[config.mk]
export PLATFORM = sky130hd
export DESIGN_NAME = kernel_window_scheduler
export DESIGN_NICKNAME = d
export VERILOG_FILES = /design/src/rtl/harris_pkg.sv /design/src/rtl/window_addr_gen.sv /design/src/rtl/kernel_window_scheduler.sv
export SDC_FILE = /design/constraint.sdc
export NUM_CORES = 1
export LEC_CHECK = 0
export CORE_MARGIN = 2
export CORE_UTILIZATION = 45
export CTS_CLUSTER_SIZE = 10
export DETAILED_ROUTE_END_ITERATION = 10
export MAX_ROUTING_LAYER = met4
export PLACE_DENSITY = 0.71
export RECOVER_POWER = 100
export SLEW_MARGIN = 20
export SYNTH_ARGS = -nofsm -noshare
export SYNTH_HDL_FRONTEND = slang
export SYNTH_HIERARCHICAL = 1
export SYNTH_SLANG_ARGS = --single-unit
[constraint.sdc]
create_clock -name clk -period 5.7 [get_ports clk]
set_input_delay 1.71 -clock clk [delete_from_list [all_inputs] [get_ports clk]]
set_output_delay 1.71 -clock clk [all_outputs]
set_load 0.02 [all_outputs]
[src/rtl/harris_pkg.sv]
// Shared types and constants for the Harris corner kernel window scheduler.
package harris_pkg;

    // Frame sequencing states.
    typedef enum logic [1:0] {
        IDLE  = 2'd0,
        LOAD  = 2'd1,
        SWEEP = 2'd2,
        DRAIN = 2'd3
    } state_e;

    // Taps per 3x3 window.
    localparam int TAPS = 9;

    // Row and column offsets of each tap, row-major: tap = (dr+1)*3 + (dc+1).
    localparam int DR [TAPS] = '{-1, -1, -1, 0, 0, 0, 1, 1, 1};
    localparam int DC [TAPS] = '{-1, 0, 1, -1, 0, 1, -1, 0, 1};

endpackage

[src/rtl/window_addr_gen.sv]
// Interior-window walker: row, column and tap counters plus the tap read
// address arithmetic. Counters step on advance and wrap to window (1,1),
// tap 0, after the final tap so the next frame starts clean.
module window_addr_gen
    import harris_pkg::*;
#(
    parameter int N = 8,
    localparam int bitSize = $clog2(N * N)
) (
    input  logic               clk,
    input  logic               rst,
    input  logic               advance,
    output logic [bitSize-1:0] raddr,
    output logic [3:0]         tap_idx,
    output logic [bitSize-1:0] center_addr,
    output logic               first,
    output logic               last,
    output logic               final_tap
);

    localparam logic [bitSize-1:0] N_W      = bitSize'(N);
    localparam logic [bitSize-1:0] POS_LO   = bitSize'(1);
    localparam logic [bitSize-1:0] POS_HI   = bitSize'(N - 2);
    localparam logic [3:0]         TAP_LAST = 4'(TAPS - 1);

    logic [bitSize-1:0] r_q;
    logic [bitSize-1:0] c_q;
    logic [3:0]         tap_q;
    logic [bitSize-1:0] row_a;
    logic [bitSize-1:0] col_a;

    // Step tap, then column, then row in raster order; wrap after the last window.
    always_ff @(posedge clk) begin
        if (rst) begin
            r_q   <= POS_LO;
            c_q   <= POS_LO;
            tap_q <= '0;
        end else if (advance) begin
            if (tap_q == TAP_LAST) begin
                tap_q <= '0;
                if (c_q == POS_HI) begin
                    c_q <= POS_LO;
                    r_q <= (r_q == POS_HI) ? POS_LO : r_q + 1'b1;
                end else begin
                    c_q <= c_q + 1'b1;
                end
            end else begin
                tap_q <= tap_q + 1'b1;
            end
        end
    end

    // Tap address (r+dr)*N + (c+dc); modular bitSize arithmetic is exact for interior windows.
    always_comb begin
        row_a       = r_q + bitSize'(DR[tap_q]);
        col_a       = c_q + bitSize'(DC[tap_q]);
        raddr       = row_a * N_W + col_a;
        center_addr = r_q * N_W + c_q;
        tap_idx     = tap_q;
        first       = (tap_q == 4'd0);
        last        = (tap_q == TAP_LAST);
        final_tap   = (tap_q == TAP_LAST) && (r_q == POS_HI) && (c_q == POS_HI);
    end

endmodule

[src/rtl/kernel_window_scheduler.sv]
// Frame sequencer: loads a raster frame into the kernel RAM, walks every
// interior 3x3 window issuing nine tap addresses, drains the downstream
// pipeline and pulses done.
// Tap handshake: a tap transfers on a cycle where tap_valid && tap_ready;
// while tap_valid is high and tap_ready is low every tap output holds.
module kernel_window_scheduler
    import harris_pkg::*;
#(
    parameter int N          = 8,
    parameter int pixelWidth = 8,
    parameter int PIPE_DEPTH = 4,
    localparam int bitSize   = $clog2(N * N)
) (
    input  logic                  clk,
    input  logic                  rst,
    input  logic                  start,
    input  logic                  in_valid,
    input  logic [pixelWidth-1:0] in_data,
    output logic                  in_ready,
    output logic                  mem_we,
    output logic [bitSize-1:0]    mem_waddr,
    output logic [pixelWidth-1:0] mem_wdata,
    output logic [bitSize-1:0]    mem_raddr,
    output logic                  tap_valid,
    input  logic                  tap_ready,
    output logic [3:0]            tap_idx,
    output logic                  win_first,
    output logic                  win_last,
    output logic [bitSize-1:0]    center_addr,
    output logic                  busy,
    output logic                  done,
    output logic [1:0]            dbg_state
);

    localparam logic [1:0] ST_IDLE  = IDLE;
    localparam logic [1:0] ST_LOAD  = LOAD;
    localparam logic [1:0] ST_SWEEP = SWEEP;
    localparam logic [1:0] ST_DRAIN = DRAIN;

    localparam int DW = (PIPE_DEPTH > 1) ? $clog2(PIPE_DEPTH) : 1;
    localparam logic [DW-1:0]      DRAIN_LAST = DW'(PIPE_DEPTH - 1);
    localparam logic [bitSize-1:0] WCNT_LAST  = bitSize'(N * N - 1);

    logic [1:0]         state_q;
    logic [bitSize-1:0] wcnt_q;
    logic [DW-1:0]      dcnt_q;
    logic               tap_valid_q;
    logic               accept;
    logic               advance;

    logic [bitSize-1:0] gen_raddr;
    logic [3:0]         gen_tap_idx;
    logic [bitSize-1:0] gen_center;
    logic               gen_first;
    logic               gen_last;
    logic               gen_final;

    assign accept  = in_valid && in_ready;
    assign advance = tap_valid_q && tap_ready;

    window_addr_gen #(.N(N)) u_addr_gen (
        .clk         (clk),
        .rst         (rst),
        .advance     (advance),
        .raddr       (gen_raddr),
        .tap_idx     (gen_tap_idx),
        .center_addr (gen_center),
        .first       (gen_first),
        .last        (gen_last),
        .final_tap   (gen_final)
    );

    // Registered write port: each accepted beat lands in the RAM one cycle later.
    always_ff @(posedge clk) begin
        if (rst) begin
            mem_we    <= 1'b0;
            mem_waddr <= '0;
            mem_wdata <= '0;
        end else begin
            mem_we <= accept;
            if (accept) begin
                mem_waddr <= wcnt_q;
                mem_wdata <= in_data;
            end
        end
    end

    // Frame FSM with write counter, tap-valid register and drain counter.
    always_ff @(posedge clk) begin
        if (rst) begin
            state_q     <= ST_IDLE;
            wcnt_q      <= '0;
            dcnt_q      <= '0;
            tap_valid_q <= 1'b0;
            done        <= 1'b0;
        end else begin
            done        <= 1'b0;
            tap_valid_q <= 1'b0;
            case (state_q)
                ST_IDLE: begin
                    if (start) begin
                        state_q <= ST_LOAD;
                        wcnt_q  <= '0;
                    end
                end
                ST_LOAD: begin
                    if (accept) begin
                        if (wcnt_q == WCNT_LAST) begin
                            wcnt_q  <= '0;
                            state_q <= ST_SWEEP;
                        end else begin
                            wcnt_q <= wcnt_q + 1'b1;
                        end
                    end
                end
                ST_SWEEP: begin
                    // First SWEEP cycle keeps tap_valid low so the final write precedes any read.
                    if (advance && gen_final) begin
                        state_q <= ST_DRAIN;
                        dcnt_q  <= '0;
                    end else begin
                        tap_valid_q <= 1'b1;
                    end
                end
                ST_DRAIN: begin
                    if (dcnt_q == DRAIN_LAST) begin
                        dcnt_q  <= '0;
                        done    <= 1'b1;
                        state_q <= ST_IDLE;
                    end else begin
                        dcnt_q <= dcnt_q + 1'b1;
                    end
                end
                default: state_q <= ST_IDLE;
            endcase
        end
    end

    // Tap outputs are zero whenever no tap is being presented.
    always_comb begin
        in_ready    = (state_q == ST_LOAD);
        busy        = (state_q != ST_IDLE);
        dbg_state   = state_q;
        tap_valid   = tap_valid_q;
        mem_raddr   = tap_valid_q ? gen_raddr   : '0;
        tap_idx     = tap_valid_q ? gen_tap_idx : 4'd0;
        center_addr = tap_valid_q ? gen_center  : '0;
        win_first   = tap_valid_q && gen_first;
        win_last    = tap_valid_q && gen_last;
    end

endmodule

==> metrics.md <==
| Metric | Value |
|---|---|
| Critical path type | reg2out |
| Tmin final | ~5.5 ns |
| Post-CTS Hold Fix Bufs | 0 |
| Post-DP HPWL | between 3 and 4 mm |
| Router iterations before antenna repair | 4 |
| Post-synth EDFFs | 0 |
| Synth Warn # | 6 |
| Syn Inst Count | between 300 and 400 |
| Dominant synthesized flop cell | dfxtp_1 |
| Mean Syn Cell Area | ~8.6 µm² |
| CTS tree | done |
| Tot Pwr | about 0.86 mW |
| Final Util | 56.6% |
| Unrepaired setup endpoints after global routing | false |
| CTS Buffer Depth | 2 |
| Count of final setup violators | 0 |
| Vias | 2183 |
| H-tree Lvls | 2 |
| Initial Utilization | a little under half |
| Reported max-cap violation count | 0 |
| Initial DRC count | ~130 |
| ANT nets after route | 0 |
| Slew @ Worst Pin | 0.881 ns |
| Inserted Clock Buffers | 5 |
| Switching share of power | between 30% and 40% |
| Leading cell types in the layout, fill and taps excluded | 44 x nand2_1, 43 x dfxtp_1, 40 x dlygate4sd3_1, 27 x a21oi_1, 26 x ha_1 |
| Comb pwr share | 33.2% |
| Max IR drop VDD | between 0.0002 and 0.0003 V |
| Distinct cells, synth | 50 |
| Syn Nets | around 360 |
| Area Overhead vs Synth | 23.2% |
| LEAKAGE | 1.41 nW |
| Worst EP arrival | 3.77 ns |
| Worst setup SP type | flip-flop |
| Top-level I/O count | 52 |
| Antenna violations before repair | 0 |
| Synth async-reset ratio | 0% |
| Clock power frac | 27.6% |
| CP required | roughly 4 ns |
| Clk root buf | clkbuf_8 |
| Slew HR | 41.1% |
| Crit-path max FO | 7 |
| Vias per inst | just over 5 |
| Flop pwr share | about 39% |
| Power Internal | around 0.57 mW |
| Post-synthesis sequential area ratio | roughly 32% |
| Layout Skew | ~0.011 ns |
| Highest Clock Rate | ~180 MHz |
| Number of synthesized register bits | 43 |
| GRT Util Overall | between 15 and 20% |
| Largest net degree at the start of global routing | 24 |
| Chip width | between 80 and 90 µm |
| Pwr Density | approximately 260 mW/mm² |
| Post-CTS setup buffers | 0 |
| Std-Cell Core Area | 0.00585 mm² |
| Hold Path Class | reg2reg |
| Routed wire length | ~5.3 mm |
| Setup TNS | 0 ns |
| P_sw | about 0.29 mW |
| Row cnt | 28 |
| Avg WL per Cell | 12.3 µm |
| # DRC | 0 |
| Final Max Slew Viols | 0 |
| Fin. Hold Viols | 0 |
| Syn Std Cell Area | around 0.0027 mm² |
| Most common cell after layout, fill and taps aside | nand2_1 |
| Vias in the first global route | 2009 |
| Die Area | 0.00661 mm² |
| Clk_lat worst skew | 0.30 ns |
| Final #Nets | 401 |
| Final GP Congestion | 0.789 |
| Post-cts repair resize count | 2 |
| Run status | finished clean |
| Crit. End Element | output pin |
| N_diodes | 0 |
| Layout cell share with drive strength beyond 1 | about 4.5% |
| First-pass GRT wire length | between 9 and 10 mm |
| CTS clk-pin slew, worst paths | about 0.08 ns |
| Gr ovfl total | 0 |
| # clock sinks | between 40 and 50 |
| Height of the die | about 81 µm |
| Port bufs | slightly above 50 |
| Final Cycle Share | 96.1% |
-- Yosys cell counts, drive strengths merged, types with 4 or more instances --
| library cell | n | area [µm²] |
|---|---|---|
| nand2 | 45 | 171 |
| dfxtp | 43 | 861 |
| a21oi | 27 | 135 |
| ha | 26 | 325 |
| and2 | 22 | 138 |
| inv | 19 | 71.3 |
| nor2 | 13 | 48.8 |
| buf | 11 | 73.8 |
| nand3 | 9 | 45.0 |
| nor3 | 9 | 45.0 |
| o21ai | 9 | 45.0 |
| xnor2 | 8 | 70.1 |
| xor2 | 8 | 70.1 |
| clkbuf | 6 | 22.5 |
| nand4 | 6 | 52.6 |
| fa | 5 | 100 |
| nor2b | 5 | 46.3 |
| and3 | 4 | 25.0 |
| mux2i | 4 | 40.0 |
| or3 | 4 | 25.0 |
-- flip-flops by register name (all words and copies together), names as in the netlist --
| register | flops |
|---|---|
| u_addr_gen/c_q | 6 |
| tap_valid | 1 |
| mem_waddr | 6 |
| mem_wdata | 8 |
| u_addr_gen/r_q | 6 |
| mem_we | 1 |
| done | 1 |
| dcnt_q | 2 |
| wcnt_q | 6 |
| dbg_state | 2 |
| u_addr_gen/tap_idx | 4 |
-- layer usage --
layer	up-vias	wire length [µm]	GRT usage, %
met5	-	0	-
met4	0	72	5.59
met3	6	141	3.00
met2	30	2560	28.4
met1	1003	2560	22.5
li1	1144	-	-
-- worst max-delay path, stage by stage, from the launching register on --
cell	delay, ns
dfxtp_1	0.42
inv_1	0.17
mux2i_1	0.14
or2_2	0.28
ha_1	0.18
inv_1	0.06
fa_1	0.42
fa_1	0.49
inv_1	0.04
ha_1	0.31
xnor2_1	0.16
and2_1	0.13
dlygate4sd3_1	0.66
-- path summary, 6_finish.rpt --
kind                         startpoint           end  slack [ns]  cells after the start
setup / recovery  u_addr_gen/tap_idx[2]  mem_raddr[4]        0.22                     12
hold reg to reg            mem_wdata[0]  mem_wdata[0]        0.45                      2
hold / removal             mem_wdata[0]  mem_wdata[0]        0.45                      2
setup reg to reg      u_addr_gen/c_q[1]  dbg_state[1]        3.18                      8
-- power by group through the flow --
stage	combinational, mW	sequential (mW)	clock (mW)
final	0.286	0.338	0.237
after global routing	0.317	0.343	0.257
after CTS	0.299	0.340	0.247
after detailed placement	0.297	0.346	0
after global placement	0.294	0.346	0
after floorplan	0.195	0.358	0
-- logic make-up after synthesis --
kind of cell / Yosys count / synth area share, %
multiplexers: 4 / 1.49
AO/OA/AOI/OAI: 53 / 12.6
buffers and inverters: 36 / 6.23
adder cells (fa/ha/maj): 31 / 15.8
AND/OR/NAND/NOR: 131 / 26.7
XOR/XNOR: 16 / 5.21
flip-flops: 43 / 32.0
-- cell type report --
cell class / instances / area (µm²)
fillers: 522 / 2540
multi-input cells: 235 / 1650
flip-flops and latches: 43 / 861
repair buffers: 53 / 520
well taps: 75 / 93.8
inverters: 19 / 71.3
clock buffers: 5 / 68.8
clock inverters: 3 / 43.8
-- stage by stage --
| step | hold slack [ns] | std cells | worst slack [ns] | instance area (µm²) |
|---|---|---|---|---|
| after floorplan | 0.458 | 314 | 0.973 | 2690 |
| after detailed placement | 0.447 | 425 | 0.254 | 3210 |
| after global routing | 0.470 | 433 | 0.0622 | 3310 |
| final | 0.453 | 433 | 0.224 | 3310 |
| after global placement | 0.442 | 425 | 0.393 | 3210 |
| after CTS | 0.459 | 433 | 0.230 | 3330 |
Power figures use the tool's default switching activity.
==> variant, RTL diff (same settings) <==
Set the parameter `pixelWidth` to 7 (it was 8).
--- a/src/rtl/kernel_window_scheduler.sv
+++ b/src/rtl/kernel_window_scheduler.sv
@@ -9,3 +9,3 @@
     parameter int N          = 8,
-    parameter int pixelWidth = 8,
+    parameter int pixelWidth = 7,
     parameter int PIPE_DEPTH = 4,
Interface: changed (resized in_data and mem_wdata); port bits go from 52 to 50. The function was not compared with the original's and may differ.
==> variant against the original RTL <==
Utilization increased by 0.73 points; sequential cell count decreased by 1; clock power decreased by 16%; wire length decreased by 2.9%; maximum frequency increased by 1.7%; design area decreased by 2.9%; sequential power decreased by 2%; register-to-register slack got worse by 0.46 ns; total power decreased by 7.8%; first-iteration DRC count decreased by 44%; setup slack improved by 0.094 ns; worst hold slack about the same; area after synthesis decreased by 1.5%; critical endpoint unchanged.
==> variant: results (changes against the original RTL) <==
status: "finished clean"  # unchanged
grt_pass1_wl_mm: 8.68  # was 9.00 mm
synth_nets: 351  # was 358
first_global_vias: 1998  # was 2009
wl_per_cell_um: 12.2  # was 12.3 um
synth_cells: 308  # was 314
gp_congestion: 0.789  # about the same
cts_buffers: 5  # unchanged
grt_max_degree: 25  # was 24
synthTopCellsByCount: "dfxtp_1, nand2_1, a21oi_1, ha_1, and2_1"  # was nand2_1, dfxtp_1, a21oi_1
vias: 2166  # was 2183
grt.total_usage_pct: 17.3  # was 17.6%
largest_reg_flops: 7  # was 8
first_iter_violations: 70  # was 125
placed_cells: 415  # was 425
max_slew.worst_pin.slew_ns: 0.977  # was 0.881 ns
netlist_top_cells_area: "dfxtp_1, ha_1, nand2_1"  # unchanged
p_leak_nw: 1.37  # was 1.41 nW
io_buffers: 49  # was 51
drive_above_1_share_pct: 5.13  # was 4.47%
totalWireLength_mm: 5.17  # was 5.33 mm
place_area_sq_um: 3150  # was 3210 sq um
ys_seq_area_share_pct: 31.7  # was 32.0%
ir_drop_mv: 0.218  # was 0.269 mV
clock_skew_ns: 0.00510  # was 0.0114 ns
dr.pass1.iters: 4  # unchanged
nNetsFinal: 393  # was 401
cp_data_arrival_time_ns: 3.67  # was 3.77 ns
post_cts_buffers: 0  # unchanged
max_stage_delay_ns: 0.66  # about the same
antenna_found_initial: 0  # unchanged
hpwlAfterDp_mm: 3.87  # was 3.93 mm
## variant: cell count changes after synthesis, sizes merged
cell,change
dfxtp,-1
nand2,-4
buf,-3
o21ai,+1
nor2b,+1
a21oi,-1
inv,-1
o22ai,-1
clkbuf,+2
and3b,+1
## variant: timing repair
| action | 4_1_cts | 5_1_grt |
|---|---|---|
| endpoints found under the setup margin | 1 | 1 |
| resized for setup | 2 | 3 |
| hold buffers | 0 | 0 |
| pin swaps | 0 | 1 |
## variant: per-stage QoR
step | util, % | total power [W] | hold slack (ns) | worst slack (ns)
global route | 57.4 | 0.000848 | 0.478 | 0.120
detailed placement | 56.2 | 0.000627 | 0.447 | 0.241
floorplan | - | 0.000537 | 0.458 | 0.973
CTS | 58.1 | 0.000830 | 0.458 | 0.00352
finish | 57.4 | 0.000794 | 0.453 | 0.318
global placement | 56.2 | 0.000626 | 0.443 | 0.374
## variant: cell families (layout without fill, tap and decap cells)
kind of cell | count (synthesis) | after routing | synth area share (%)
simple gates | 129 | 129 | 26.9
compound gates | 52 | 52 | 12.6
flops | 42 | 42 | 31.7
buf+inv | 34 | 77 | 5.95
fa+ha+maj | 31 | 31 | 16.1
xor+xnor | 16 | 16 | 5.29
mux | 4 | 4 | 1.51
## variant: routing by layer
metal	share of wire (%)	global-route usage, %	wire, um	vias to the layer above
met3	2.8	3.71	145	4
li1	-	-	-	1126
met2	49	29.5	2540	26
met4	0.60	5.42	31	0
met1	47	20.5	2460	1010
met5	0	-	0	-
## variant: worst paths after layout
check,end,startpoint,slack [ns]
worst max register to register,dbg_state[1]$_SDFFE_PP0P_,u_addr_gen/c_q[1]$_SDFFE_PP0P_,2.72
worst max-delay path,mem_raddr[4],u_addr_gen/tap_idx[2]$_SDFFE_PP0P_,0.32
worst min-delay path,mem_waddr[4]$_SDFFE_PP0P_,mem_waddr[4]$_SDFFE_PP0P_,0.45
worst min register to register,mem_waddr[4]$_SDFFE_PP0P_,mem_waddr[4]$_SDFFE_PP0P_,0.45
## variant: layout make-up
type | instances | area [sq um]
fill | 535 | 2390
multi-input combinational | 232 | 1620
sequential | 42 | 845
timing repair buffer | 51 | 495
tap | 72 | 90.1
clock buffer | 6 | 82.6
inverter | 18 | 67.6
clock inverter | 2 | 12.5
## variant: where the power goes
| part | internal, W | total [W] | switching, W |
|---|---|---|---|
| registers | 0.000311 | 0.000330 | 0.0000188 |
| clock network | 0.0000973 | 0.000199 | 0.000102 |
| logic | 0.000113 | 0.000266 | 0.000153 |
| total | 0.000521 | 0.000794 | 0.000273 |
## variant: tightest hold or removal path, delay by kind of cell (launching register included)
| kind | cells | cell delay [ns] |
|---|---|---|
| compound gates | 1 | 0.05 |
| flops | 1 | 0.31 |
| simple gates | 1 | 0.05 |
